`src/rtl/cop0_state_unit.sv`:
```
// COP0 architectural state: Status, Cause, EPC, Count/Compare timer, LLAddr and LLbit.
// Applies one execute-stage COP0 op per cycle, samples hardware interrupts
// and raises a registered interrupt request to the pipeline.
module cop0_state_unit #(
    parameter int          HW_INT_NUM   = 5,
    parameter int          COUNT_DIV    = 2,
    parameter logic [31:0] RESET_STATUS = 32'h0040_0004
) (
    input  logic                  clk,
    input  logic                  reset,
    input  logic                  op_valid,
    input  logic [2:0]            op,
    input  logic [4:0]            wr_addr,
    input  logic [31:0]           wdata,
    input  logic [31:0]           mem_addr,
    input  logic [4:0]            exc_code,
    input  logic [31:0]           exc_pc,
    input  logic                  exc_bd,
    input  logic [HW_INT_NUM-1:0] hw_int,
    input  logic [4:0]            rd_addr,
    output logic [31:0]           rd_data,
    output logic [31:0]           status,
    output logic [31:0]           epc,
    output logic                  llbit,
    output logic                  irq
);

    typedef enum logic [2:0] {
        OP_NONE = 3'd0,
        OP_MTC0 = 3'd1,
        OP_ERET = 3'd2,
        OP_EI   = 3'd3,
        OP_DI   = 3'd4,
        OP_EXC  = 3'd5,
        OP_LL   = 3'd6,
        OP_RSVD = 3'd7
    } op_e;

    localparam logic [4:0]  REG_COUNT   = 5'd9;
    localparam logic [4:0]  REG_COMPARE = 5'd11;
    localparam logic [4:0]  REG_STATUS  = 5'd12;
    localparam logic [4:0]  REG_CAUSE   = 5'd13;
    localparam logic [4:0]  REG_EPC     = 5'd14;
    localparam logic [4:0]  REG_LLADDR  = 5'd17;

    // Implemented Status bits: IE, EXL, ERL, IM[7:0], BEV
    localparam logic [31:0] STATUS_MASK = 32'h0040_FF07;
    localparam logic [3:0]  PRESC_MAX   = 4'(COUNT_DIV - 1);

    logic [31:0]           r_status;
    logic [1:0]            r_sw_ip;
    logic [HW_INT_NUM-1:0] r_hw_ip;
    logic                  r_timer_ip;
    logic                  r_bd;
    logic [4:0]            r_exc_code;
    logic [31:0]           r_epc;
    logic [31:0]           r_count;
    logic [31:0]           r_compare;
    logic [3:0]            r_presc;
    logic [27:0]           r_lladdr;
    logic                  r_llbit;
    logic                  r_irq;

    op_e         w_op;
    logic        w_mtc0;
    logic        w_wr_count;
    logic        w_wr_compare;
    logic        w_wr_status;
    logic        w_wr_cause;
    logic        w_wr_epc;
    logic        w_do_exc;
    logic        w_do_ll;
    logic        w_do_eret;
    logic        w_wrap;
    logic        w_match;
    logic [7:0]  w_ip;
    logic [31:0] w_cause;
    logic        w_unused;

    assign w_op         = op_e'(op);
    assign w_mtc0       = op_valid && (w_op == OP_MTC0);
    assign w_wr_count   = w_mtc0 && (wr_addr == REG_COUNT);
    assign w_wr_compare = w_mtc0 && (wr_addr == REG_COMPARE);
    assign w_wr_status  = w_mtc0 && (wr_addr == REG_STATUS);
    assign w_wr_cause   = w_mtc0 && (wr_addr == REG_CAUSE);
    assign w_wr_epc     = w_mtc0 && (wr_addr == REG_EPC);
    assign w_do_exc     = op_valid && (w_op == OP_EXC);
    assign w_do_ll      = op_valid && (w_op == OP_LL);
    assign w_do_eret    = op_valid && (w_op == OP_ERET);

    // LLAddr keeps only the 16-byte line address
    assign w_unused     = ^mem_addr[3:0];

    assign w_wrap  = (r_presc == PRESC_MAX);
    // A Count write in the wrap cycle suppresses the increment, hence also the match
    assign w_match = w_wrap && !w_wr_count && ((r_count + 32'd1) == r_compare);

    // Assemble Cause.IP: software bits, sampled hardware lines, timer in IP7
    always_comb begin
        w_ip      = '0;
        w_ip[1:0] = r_sw_ip;
        for (int unsigned i = 0; i < unsigned'(HW_INT_NUM); i++) begin
            w_ip[2+i] = r_hw_ip[i];
        end
        w_ip[7]   = r_timer_ip;
        w_cause   = {r_bd, 15'b0, w_ip, 1'b0, r_exc_code, 2'b00};
    end

    // Status updates from MTC0, ERET, EI/DI and exception entry
    always_ff @(posedge clk) begin
        if (reset) begin
            r_status <= RESET_STATUS & STATUS_MASK;
        end else if (op_valid) begin
            case (w_op)
                OP_MTC0: if (w_wr_status) r_status <= wdata & STATUS_MASK;
                OP_ERET: begin
                    if (r_status[2]) r_status[2] <= 1'b0;
                    else             r_status[1] <= 1'b0;
                end
                OP_EI:   r_status[0] <= 1'b1;
                OP_DI:   r_status[0] <= 1'b0;
                OP_EXC:  r_status[1] <= 1'b1;
                default: ;
            endcase
        end
    end

    // Cause software bits, BD/ExcCode and EPC
    always_ff @(posedge clk) begin
        if (reset) begin
            r_sw_ip    <= '0;
            r_bd       <= 1'b0;
            r_exc_code <= '0;
            r_epc      <= '0;
        end else begin
            if (w_wr_cause) r_sw_ip <= wdata[9:8];
            if (w_wr_epc)   r_epc   <= wdata;
            if (w_do_exc) begin
                if (!r_status[1]) begin
                    r_epc <= exc_bd ? (exc_pc - 32'd4) : exc_pc;
                    r_bd  <= exc_bd;
                end
                r_exc_code <= exc_code;
            end
        end
    end

    // Prescaled Count, Compare and the sticky timer pending bit
    always_ff @(posedge clk) begin
        if (reset) begin
            r_presc    <= '0;
            r_count    <= '0;
            r_compare  <= '0;
            r_timer_ip <= 1'b0;
        end else begin
            if (w_wr_count) begin
                r_count <= wdata;
                r_presc <= w_wrap ? '0 : r_presc + 4'd1;
            end else if (w_wrap) begin
                r_count <= r_count + 32'd1;
                r_presc <= '0;
            end else begin
                r_presc <= r_presc + 4'd1;
            end
            if (w_wr_compare) r_compare <= wdata;
            if (w_wr_compare)  r_timer_ip <= 1'b0;
            else if (w_match)  r_timer_ip <= 1'b1;
        end
    end

    // Single-stage sample of the level-sensitive hardware interrupt lines
    always_ff @(posedge clk) begin
        if (reset) r_hw_ip <= '0;
        else       r_hw_ip <= hw_int;
    end

    // Registered interrupt request from the current enable/mask/pending state
    always_ff @(posedge clk) begin
        if (reset) r_irq <= 1'b0;
        else       r_irq <= r_status[0] && !r_status[1] && !r_status[2] && (|(w_ip & r_status[15:8]));
    end

    // Load-linked address and link bit
    always_ff @(posedge clk) begin
        if (reset) begin
            r_lladdr <= '0;
            r_llbit  <= 1'b0;
        end else if (w_do_ll) begin
            r_lladdr <= mem_addr[31:4];
            r_llbit  <= 1'b1;
        end else if (w_do_eret) begin
            r_llbit  <= 1'b0;
        end
    end

    // MFC0 read mux, no write bypass
    always_comb begin
        rd_data = '0;
        case (rd_addr)
            REG_COUNT:   rd_data = r_count;
            REG_COMPARE: rd_data = r_compare;
            REG_STATUS:  rd_data = r_status;
            REG_CAUSE:   rd_data = w_cause;
            REG_EPC:     rd_data = r_epc;
            REG_LLADDR:  rd_data = {4'b0, r_lladdr};
            default:     rd_data = '0;
        endcase
    end

    assign status = r_status;
    assign epc    = r_epc;
    assign llbit  = r_llbit;
    assign irq    = r_irq;

endmodule
```
`config.mk`:
```
export PLATFORM = sky130hd
export DESIGN_NAME = cop0_state_unit
export DESIGN_NICKNAME = d
export VERILOG_FILES = /design/src/rtl/cop0_state_unit.sv
export SDC_FILE = /design/constraint.sdc
export NUM_CORES = 1
export LEC_CHECK = 0
export ABC_AREA = 1
export CAP_MARGIN = 0
export CORE_MARGIN = 3
export CORE_UTILIZATION = 25
export CTS_CLUSTER_SIZE = 28
export DETAILED_ROUTE_END_ITERATION = 7
export DONT_BUFFER_PORTS = 1
export PLACE_DENSITY = 0.42
export SETUP_SLACK_MARGIN = 0.4
export SYNTH_ARGS = -nofsm -noshare
export SYNTH_HDL_FRONTEND = slang
export SYNTH_SLANG_ARGS = --single-unit
```
`constraint.sdc`:
```
create_clock -name clk -period 2.6 [get_ports clk]
set_clock_uncertainty 0.05 [all_clocks]
set_input_delay 0 -clock clk [delete_from_list [all_inputs] [get_ports clk]]
set_output_delay 0 -clock clk [all_outputs]
set_load 0.05 [all_outputs]
```
-- After elaboration in Yosys (flattened, before gate mapping)
Index checks and enable logic that the tools add are counted.
W data, S select, Z words.
- register bits after elaboration: 156
- input bits: 123
- output and inout port bits: 98
- $add $sub $neg: 3
- equal/unequal tests: 21
- mux-type cells: 14
- bitwise logic cells: 2
- reductions and logical operators: 30
- operators with widths (operator ; number):
    $mux W32 ; 6
    $pmux W32 S6 ; 1
    $eq A5 B4 Y1 const B ; 10
    $add A32 B1 Y32 const B ; 1
    $eq A32 B32 Y1 ; 1
    $sub A32 B3 Y32 const B ; 1
    $logic_and A1 B1 Y1 ; 14
    $eq A3 B3 Y1 const B ; 3
    $reduce_and A3 Y1 ; 3
    $and A8 B8 Y8 ; 1
    $reduce_or A8 Y1 ; 1
    $eq A3 B2 Y1 const B ; 2
    $pmux W1 S3 ; 2
    $reduce_bool A2 Y1 ; 3
    $reduce_bool A3 Y1 ; 2
    $eq A5 B5 Y1 const B ; 1
    $add A4 B1 Y4 const B ; 1
    $eq A4 B1 Y1 const B ; 1
    $ne A2 B2 Y1 const B ; 2
    $reduce_and A4 Y1 ; 1
    $reduce_or A2 Y1 ; 2
    $eq A3 B1 Y1 const B ; 1
    $logic_not A1 Y1 ; 3
    $mux W1 ; 3
    other kinds (4) ; 4

-- Depth between registers and ports, before layout
Gate-level depths: netlist (run 1).
- depth in word-level cells: 6
- depth in mapped cells: 15
- mapped depth without buffers: 15

-- Least setup slack after synthesis (run 1)
Ideal clock, no wire load.
- path kind: input -> output
- start point: input rd_addr[0]
- end point: output rd_data[0]
- arrival: 2039 ps
- data required time: 2550 ps
- slack: 511 ps
- stages: 7
- path buffers: 1
- cells stage by stage: inv_1 > nor2_1 > inv_1 > nor3_2 > clkinv_1 > clkbuf_1 > o21ai_0
- longest elaborated chain between the ends: 2
- ends and longest elaborated chain (what ; RTL line ; source):
    start, declared ; 20 ; input logic [4:0] rd_addr,
    $eq A5 B5 Y1 or $eq A5 B4 Y1 (tied branches) ; 199 ; case (rd_addr)
    $pmux W32 S6 * ; 199 ;
    end, declared ; 21 ; output logic [31:0] rd_data,
Every way passes the cells marked *; elsewhere a longest branch is shown, timed or not.

-- Worst setup path in the final report (run 1)
- start point: register r_status[8], in the netlist status[8]
- end point: output rd_data[8]
- longest elaborated chain between the ends: 1
- ends and longest elaborated chain (what ; RTL line ; source):
    start, declared ; 50 ; logic [31:0] r_status;
    start signal, assigned ; 112 ; r_status <= RESET_STATUS & STATUS_MASK;
    start signal, assigned ; 115 ; OP_MTC0: if (w_wr_status) r_status <= wdata & STATUS_MASK;
    $pmux W32 S6 ; 199 ;
Every way passes these cells.

==> flow_metrics.tcl, run 1 <==
set metrics [dict create \
    status "finished, final reports clean" \
    syn_area_per_cell_um2 6.49 \
    fp.coreArea_um2 37800 \
    ys_warn_count 0 \
    critPathArrivalTime_ps 2050 \
    hold_slack_ps 10.1 \
    crit_end "rd_data[8]" \
    p_leak_nw 5.14 \
    fin_nets 1803 \
    syn_area_um2 9630 \
    dp_hpwl_um 32500 \
    grt_pass1_vias 10559 \
    vias_per_cell 4.94 \
    seq_area_frac_synth_pct 32.4 \
    netlist_top_cells_count "294 x nand2_1, 223 x inv_1, 156 x dfxtp_1" \
    ant_nets 0 \
    maxSlewViolCount 0 \
    period_share_pct 80.6 \
    antenna_found_initial 1 \
    reg2reg_depth 15 \
    synth.most_common_cell "nand2_1" \
    worstPathRequired_ps 2550 \
    synth_edf_count 0 \
    fin_util_pct 33.8 \
    critPathLaunch "status[8]" \
    cts_sinks 156 \
    r2r_slack_ps 510 \
    clock_path_buffers 2 \
    max-slew-margin-rel_pct 53.4 \
    crit_path_top_delay_cell "dfxtp_1" \
    synth_cells 1484 \
    dieWidth_um 202 \
    critPathMaxFanout 4 \
    track_usage_pct 20.8 \
    setup_violations 0 \
    worstSetupPathType "reg -> out" \
    drc 0 \
    slowest_delay_ps 530 \
    clk_latency_ps 460 \
    r2r-end "r_timer_ip" \
    finalCriticalPeriod_ps 2100 \
    wirelength_um 43900 \
    synth_top_area_share_pct 32.4 \
    cts_made_buffers 17 \
    ioPinCount 221 \
    cts_max_level 4 \
    setup_slack_ps 503 \
    r2r_start "r_count[0]" \
    grt_max_degree 58 \
    path_cells "a221oi_2 > o221ai_1 > buf_4" \
    tns_ps 0 \
    pre_cts_ws_ps 451 \
    drt_iter0_markers 809 \
    start_util_pct 25.4 \
    yosys.area.top_type "dfxtp_1" \
    hold_violations 0 \
    yosys_most_used_dff "dfxtp_1" \
    path_clk_slew_ps 70 \
    max_freq_ghz 0.477 \
    firstDrtPassIters 5 \
    portBuffers 0 \
    rows 71 \
    total_power_mw 5.85 \
    dieHeight_um 202 \
    cap_violations 0 \
    gp_congestion 0.882 \
    synth-seq-cells 156 \
    cts_tree "built" \
    area_delta_synth_final_pct 33.0 \
    p_per_area_nw_per_um2 457 \
    die_area_um2 40900 \
    grt_first_pass_wirelength_um 65300 \
    synthDistinctLibCells 54 \
    rsz0062_at_grt "yes" \
    hold_path_class "in -> reg" \
    synth-async-reset-ratio_pct 0 \
    wire_per_inst_um 19.9 \
    synth_area_leaders "dfxtp_1 32%, nand2_1 11%, inv_1 8.7%, a21oi_1 6.7%, o21ai_0 6.4%" \
    startpoint_type "flip-flop" \
    grt_overflow_total 0 \
    worstSetupEndpointType "output pin" \
    drive_gt1_share_pct 12.2 \
    vias 10864 \
    tightest_slew_ps 698 \
    ir_drop_mv 0.383 \
    root_buffer "clkbuf_16" \
]
## worst min path at each step
stage / startpoint / endpoint / slack [ps] / cells after the start
2_1_floorplan: hw_int[0] / r_hw_ip[0] / 60 / 2
3_3_place_gp: reset / r_exc_code[1] / 30 / 1
3_5_place_dp: reset / epc[7] / 40 / 1
4_1_cts: exc_pc[15] / epc[21] / 0.2 / 7
5_1_grt: exc_pc[13] / epc[27] / 30 / 6
6_report: wr_addr[4] / epc[30] / 10 / 6
## cell type report
| cell class | instances | area (um2) |
|---|---|---|
| Antenna cell | 1 | 2.50 |
| Timing Repair Buffer | 232 | 2170 |
| Tap cell | 511 | 639 |
| Inverter | 238 | 900 |
| Clock inverter | 14 | 125 |
| Clock buffer | 18 | 429 |
| Multi-Input combinational cell | 1031 | 5400 |
| Sequential cell | 156 | 3140 |
| Fill cell | 4179 | 25000 |
## sequential cells by signal, summed over array words and instances, names as in the netlist, 2 cells and up
signal and cells:
r_count 32, r_exc_code 5, r_compare 32, epc 32, r_hw_ip 5, r_sw_ip 2, r_presc 4, r_lladdr 28
status 12
## critical path, delay by kind of cell (launching register included)
kind                   cells  cell delay, ps
AOI/OAI and AO/OA          2             790
DFF                        1             530
buffers and inverters      1             270
## layer usage
metal | track usage [%] | vias up | part of all wire [%]
li1 | - | 5282 | -
met1 | 27.6 | 5190 | 45
met2 | 34.7 | 351 | 47
met3 | 4.67 | 41 | 6.8
met4 | 4.75 | 0 | 1.5
met5 | 0 | - | 0
## kinds of logic (layout without fill, tap and decap cells)
logic type               after synthesis  in the layout  share of synthesized area (%)
AND/OR/NAND/NOR                      597            597                           28.2
AO/OA/AOI/OAI                        401            401                           24.5
buffers and inverters                316            502                           13.4
flip-flops                           156            156                           32.4
XOR/XNOR                               9              9                          0.962
adder cells (fa/ha/maj)                4              4                          0.520
other                                  1             21                         0.0389
## power by group
group	internal [mW]	total, mW	switching [mW]
registers	2.44	2.52	0.0724
clock network	1.26	2.48	1.22
logic	0.298	0.853	0.555
total	4.00	5.85	1.85
## per-stage QoR
step | cells | area, um2
after floorplan | 1503 | 9700
after global placement | 2012 | 10600
after detailed placement | 2012 | 10600
after CTS | 2194 | 12600
after global routing | 2201 | 12800
final | 2201 | 12800
## timing repair
action | 4_1_cts | 5_1_grt
gates resized for setup | 1 | 39
endpoints found under the hold margin | 151 | 0
hold buffers | 150 | 0
gates cloned | 0 | 1
buffers inserted | 0 | 5
setup endpoints to repair | 1 | 17
pin swaps | 0 | 7
## cell usage in the layout, fill, tap and decap left out, drive strengths merged, types with 5 or more instances in the layout
master and n:
a211oi 7, a21oi 128, a221oi 13, a22oi 16, a31oi 18, buf 83, clkbuf 18, clkinv 7
conb 20, dfxtp 156, dlygate4sd3 148, inv 244, nand2 308, nand3 79, nand3b 12, nand4 5
nor2 157, nor3 22, o211ai 5, o21a 6, o21ai 135, o221ai 31, o22ai 33, or2 6
Note: power is estimated with default switching activity, not from simulation.
==> inputs of run 2 (changes only) <==
- PLACE_DENSITY: 0.42 -> 0.44
- clock period: 2.6 -> 1.9 ns (I/O delays scaled with it)
==> run 2 against run 1 <==
  * The run now ends with negative hold slack, negative setup slack left
  * Cell count grew 6.7%
  * Setup slack lost 650 ps
  * Clock power grew 39%
  * First-iteration DRC count shrank 14%
  * Wire length grew 5.5%
  * Flip-flop and latch count is the same
  * Power grew 45%
  * Combinational power grew 96%
==> flow_metrics.tcl, run 2 (synthesis gave the netlist of run 1 again) <==
set metrics [dict create \
    dieHeight_um 202 \
    grt_first_pass_wirelength_um 68000 \
    drive_gt1_share_pct 33.3 \
    hold_slack_ps -128 \
    wirelength_um 46300 \
    fin_nets 1951 \
    tightest_slew_ps 505 \
    root_buffer "clkbuf_16" \
    clk_latency_ps 440 \
    total_power_mw 8.50 \
    grt_overflow_total 0 \
    max-slew-margin-rel_pct 66.3 \
    grt_pass1_vias 11081 \
    period_share_pct 108 \
    critPathMaxFanout 6 \
    worstPathRequired_ps 2240 \
    max_freq_ghz 0.489 \
    setup_violations 6 \
    start_util_pct 25.4 \
    fill_cells 3932 \
    wire_per_inst_um 19.7 \
    dieWidth_um 202 \
    cts_tree "built" \
    gp_congestion 0.901 \
    ir_drop_mv 0.634 \
    violations "negative hold slack, negative setup slack" \
    hold_path_class "in -> reg" \
    fp.coreArea_um2 37800 \
    vias_per_cell 4.90 \
    track_usage_pct 21.5 \
    ioPinCount 221 \
    firstDrtPassIters 6 \
    placed_area_um2 11800 \
    ant_nets 0 \
    area_delta_synth_final_pct 63.1 \
    final_cell_area_um2 15700 \
    portBuffers 0 \
    drt_iter0_markers 698 \
    hold_violations 4 \
    p_per_area_nw_per_um2 542 \
    finalCriticalPeriod_ps 2040 \
    cap_violations 0 \
    startpoint_type "flip-flop" \
    status "finished, violations left" \
    worstSetupEndpointType "flip-flop" \
    mostFrequentLayoutCell "nand2_1" \
    layout.cells.most_common_list "268 x nand2_1, 186 x inv_1, 174 x buf_4" \
    drc 0 \
    worstSetupPathType "reg -> reg" \
    cts_made_buffers 17 \
    critPathArrivalTime_ps 2380 \
    grt_max_degree 58 \
    cts_max_level 4 \
    clock_path_buffers 2 \
    cts_sinks 156 \
    path_clk_slew_ps 80 \
    die_area_um2 40900 \
    dp_hpwl_um 34200 \
    setup_slack_ps -145 \
    rows 71 \
    antenna_found_initial 5 \
    p_leak_nw 6.35 \
    rsz0062_at_grt "yes" \
    vias 11516 \
    maxSlewViolCount 0 \
]
[run 2: cell count changes in the layout (fill, tap and decap cells not counted), sizes merged]
cell,change
buf,+170
dlygate4sd3,-41
dlymetal6s4s,+9
clkbuf,+5
dlymetal6s2s,+3
clkinvlp,+2
clkinv,+1
inv,-1
[run 2: final cells by class]
class / instances / area [um2] / share of cell area [%]
antenna: 1 / 2.50 / 0.0159
inverter: 238 / 933 / 5.95
multi-input combinational: 1031 / 6540 / 41.6
timing repair buffer: 379 / 3790 / 24.2
tap: 511 / 639 / 4.07
timing repair inverter: 1 / 5.00 / 0.0319
clock buffer: 17 / 425 / 2.71
clock inverter: 15 / 145 / 0.924
sequential: 156 / 3220 / 20.5
[run 2: worst max-delay path, stage by stage, from the launching register on]
cell      delay [ps]
dfxtp_4          380
ha_4             150
nand2_4           60
nor2_4           150
nand2_4          120
nor2_4           210
buf_4            150
nand3_2           60
nand3b_1         100
nand2_1           60
nor2_1           100
nand2_1           90
nor2_1           100
nand3_1           90
a21oi_2          120
[run 2: timing repair]
action,CTS,global route
resized for setup,224,175
cloned,2,3
endpoints found under the setup margin,70,143
hold buffers,119,7
pin swaps,53,83
endpoints found under the hold margin,152,8
setup buffers,29,45
[run 2: worst paths after layout]
check	slack, ps	cells past startpoint	start	endpoint
setup / recovery	-140	14	r_count[1]	r_timer_ip
hold / removal	-130	5	exc_pc[3]	epc[9]
setup reg to reg	-140	14	r_count[1]	r_timer_ip
hold reg to reg	430	2	r_lladdr[0]	r_lladdr[0]
[run 2: report_power, final]
group / switching [mW] / internal [mW] / total (mW)
clock network: 1.69 / 1.75 / 3.44
registers: 0.0581 / 3.33 / 3.39
logic: 1.01 / 0.667 / 1.67
total: 2.75 / 5.75 / 8.50
[run 2: metrics by stage]
| step | cells | setup slack, ps | hold slack, ps | TNS (ps) | util [%] |
|---|---|---|---|---|---|
| 3_5_place_dp | 2113 | -195 | 36.8 | -195 | 31.2 |
| 3_3_place_gp | 2113 | -194 | 37.0 | -194 | 31.2 |
| 5_1_grt | 2349 | -324 | -127 | -1360 | 41.5 |
| 6_report | 2349 | -145 | -128 | -466 | 41.5 |
| 4_1_cts | 2295 | -102 | -171 | -102 | 38.7 |
| 2_1_floorplan | 1503 | 150 | 57.0 | 0 | - |
[run 2: metal layers]
metal	GRT usage (%)	vias up	part of all wire (%)
met5	0	-	0.058
met2	35.4	382	47
met1	29.0	5486	44
met3	4.27	55	6.4
li1	-	5589	-
met4	5.47	4	2.2
==> inputs of run 3 (changes only) <==
- PLACE_DENSITY: 0.44 -> 0.42
- clock period: 1.9 -> 2.2 ns (I/O delays scaled with it)
==> run 3 against run 2 <==
  * The flow finishes with violations (negative hold slack)
  * Sequential power fell by 13%
  * Cell count down 4.4%
  * Clock power is 10% lower
  * Clock-buffer cell count rose by 1
  * First-iteration DRC count grew 21%
  * Die area stayed put
  * Critical path depth up 1
  * Largest power group unchanged
==> flow_metrics.tcl, run 3 (synthesis gave the netlist of run 1 again) <==
set metrics [dict create \
    status "finished, violations left" \
    violations "negative hold slack" \
    setup_slack_ps 140 \
    hold_violations 1 \
    root_buffer "clkbuf_16" \
    finalCriticalPeriod_ps 2060 \
    wire_per_inst_um 19.5 \
    wirelength_um 43900 \
    drive_gt1_share_pct 18.8 \
    period_share_pct 93.6 \
    gp_congestion 0.922 \
    cap_violations 0 \
    cts_made_buffers 17 \
    rsz0062_at_grt "yes" \
    cts_tree "built" \
    ioPinCount 221 \
    area_delta_synth_final_pct 40.0 \
    r2r_start "r_count[0]" \
    clock_path_buffers 2 \
    drt_iter0_markers 847 \
    hold_slack_ps -16.8 \
    p_int_mw 4.90 \
    layout.cells.most_common_list "281 x nand2_1, 215 x inv_1, 145 x dfxtp_1" \
    vias 11052 \
    p_per_area_nw_per_um2 527 \
    fp.coreArea_um2 37800 \
    path_cells "ha_4 > nand2_4 > nor2_4 > nand2_4 > nor2_4 > nand2_1 > nand2_1 > nand2_1 > nand2_1 > nand2_1 > nor2_2 > nand2_1 > nor2_1 > nand3_1 > a21oi_1" \
    crit_path_top_delay_cell "dfxtp_4" \
    clkPwrFrac_pct 43.3 \
    pre_cts_ws_ps 31.5 \
    max_freq_ghz 0.486 \
    fin_util_pct 35.6 \
    tightest_slew_ps 834 \
    die_area_um2 40900 \
    cp_common_cell "nand2_1" \
    r2r_slack_ps 140 \
    track_usage_pct 20.9 \
    vias_per_cell 4.92 \
    ant_nets 0 \
    dieWidth_um 202 \
    dp_hpwl_um 33200 \
    path_clk_slew_ps 70 \
    maxSlewViolCount 0 \
    swShare_pct 31.1 \
    p_leak_nw 5.52 \
    cts_sinks 156 \
    mostFrequentLayoutCell "nand2_1" \
    pwr-share-seq_pct 41.5 \
    max-slew-margin-rel_pct 44.3 \
    portBuffers 0 \
    dieHeight_um 202 \
    worstPathRequired_ps 2530 \
    tns_ps 0 \
    critPathMaxFanout 6 \
    ir_drop_mv 0.423 \
    p_comb_share_pct 15.2 \
    firstDrtPassIters 6 \
    critPathArrivalTime_ps 2390 \
    clk_latency_ps 450 \
    cts_max_level 4 \
    start_util_pct 25.4 \
    grt_overflow_total 0 \
    antenna_found_initial 2 \
    grt_max_degree 58 \
    rows 71 \
    drc 0 \
    fin_nets 1845 \
    power.switching_mw 2.21 \
    slowest_delay_ps 380 \
    worstSetupPathType "reg -> reg" \
    setup_violations 0 \
    startpoint_type "flip-flop" \
    min-delay-start "exc_pc[21]" \
    worstSetupEndpointType "flip-flop" \
    grt_first_pass_wirelength_um 65500 \
    critPathLaunch "r_count[0]" \
    grt_pass1_vias 10682 \
    hold_path_class "in -> reg" \
]
-- run 3: metal layers --
metal	track usage [%]	routed length, um	vias up
met5	0	7	-
met3	4.70	2930	45
li1	-	-	5374
met1	28.1	19800	5248
met2	33.8	20200	383
met4	5.32	919	2
-- run 3: final cells by class --
class / instances / area, um2
Antenna cell: 3 / 7.51
Fill cell: 4102 / 24400
Multi-Input combinational cell: 1031 / 5660
Timing Repair Buffer: 274 / 2530
Sequential cell: 156 / 3140
Tap cell: 511 / 639
Clock inverter: 14 / 154
Clock buffer: 18 / 439
Inverter: 238 / 905
-- run 3: worst max-delay path, delay by kind of cell, from the launching register on --
family / cells / cell delay [ps]
simple gates: 13 / 1270
fa+ha+maj: 1 / 150
compound gates: 1 / 120
flops: 1 / 380
-- run 3: stage by stage --
| stage | std cells | instance area, um2 | power [mW] |
|---|---|---|---|
| detailed placement | 2058 | 11000 | 3.78 |
| global placement | 2058 | 11000 | 3.78 |
| CTS | 2226 | 13100 | 7.11 |
| floorplan | 1503 | 9720 | 3.56 |
| finish | 2245 | 13500 | 7.11 |
| global route | 2243 | 13500 | 7.34 |
-- run 3: power groups by stage --
stage	clock, mW	combinational (mW)	sequential (mW)
6_report	3.08	1.08	2.95
5_1_grt	3.23	1.16	2.96
4_1_cts	3.13	1.04	2.95
3_5_place_dp	0	0.768	3.01
3_3_place_gp	0	0.764	3.01
2_1_floorplan	0	0.486	3.07
-- run 3: timing repair --
action,CTS,global route
endpoints found under the setup margin,14,83
pin swaps,10,27
buffers inserted,4,15
hold buffers,132,1
hold endpoints to repair,155,1
resized for setup,37,83
-- run 3: final timing paths --
kind | depth (start not counted) | endpoint
setup / recovery | 15 | r_timer_ip
hold / removal | 8 | epc[29]
setup reg to reg | 15 | r_timer_ip
hold reg to reg | 2 | r_lladdr[17]
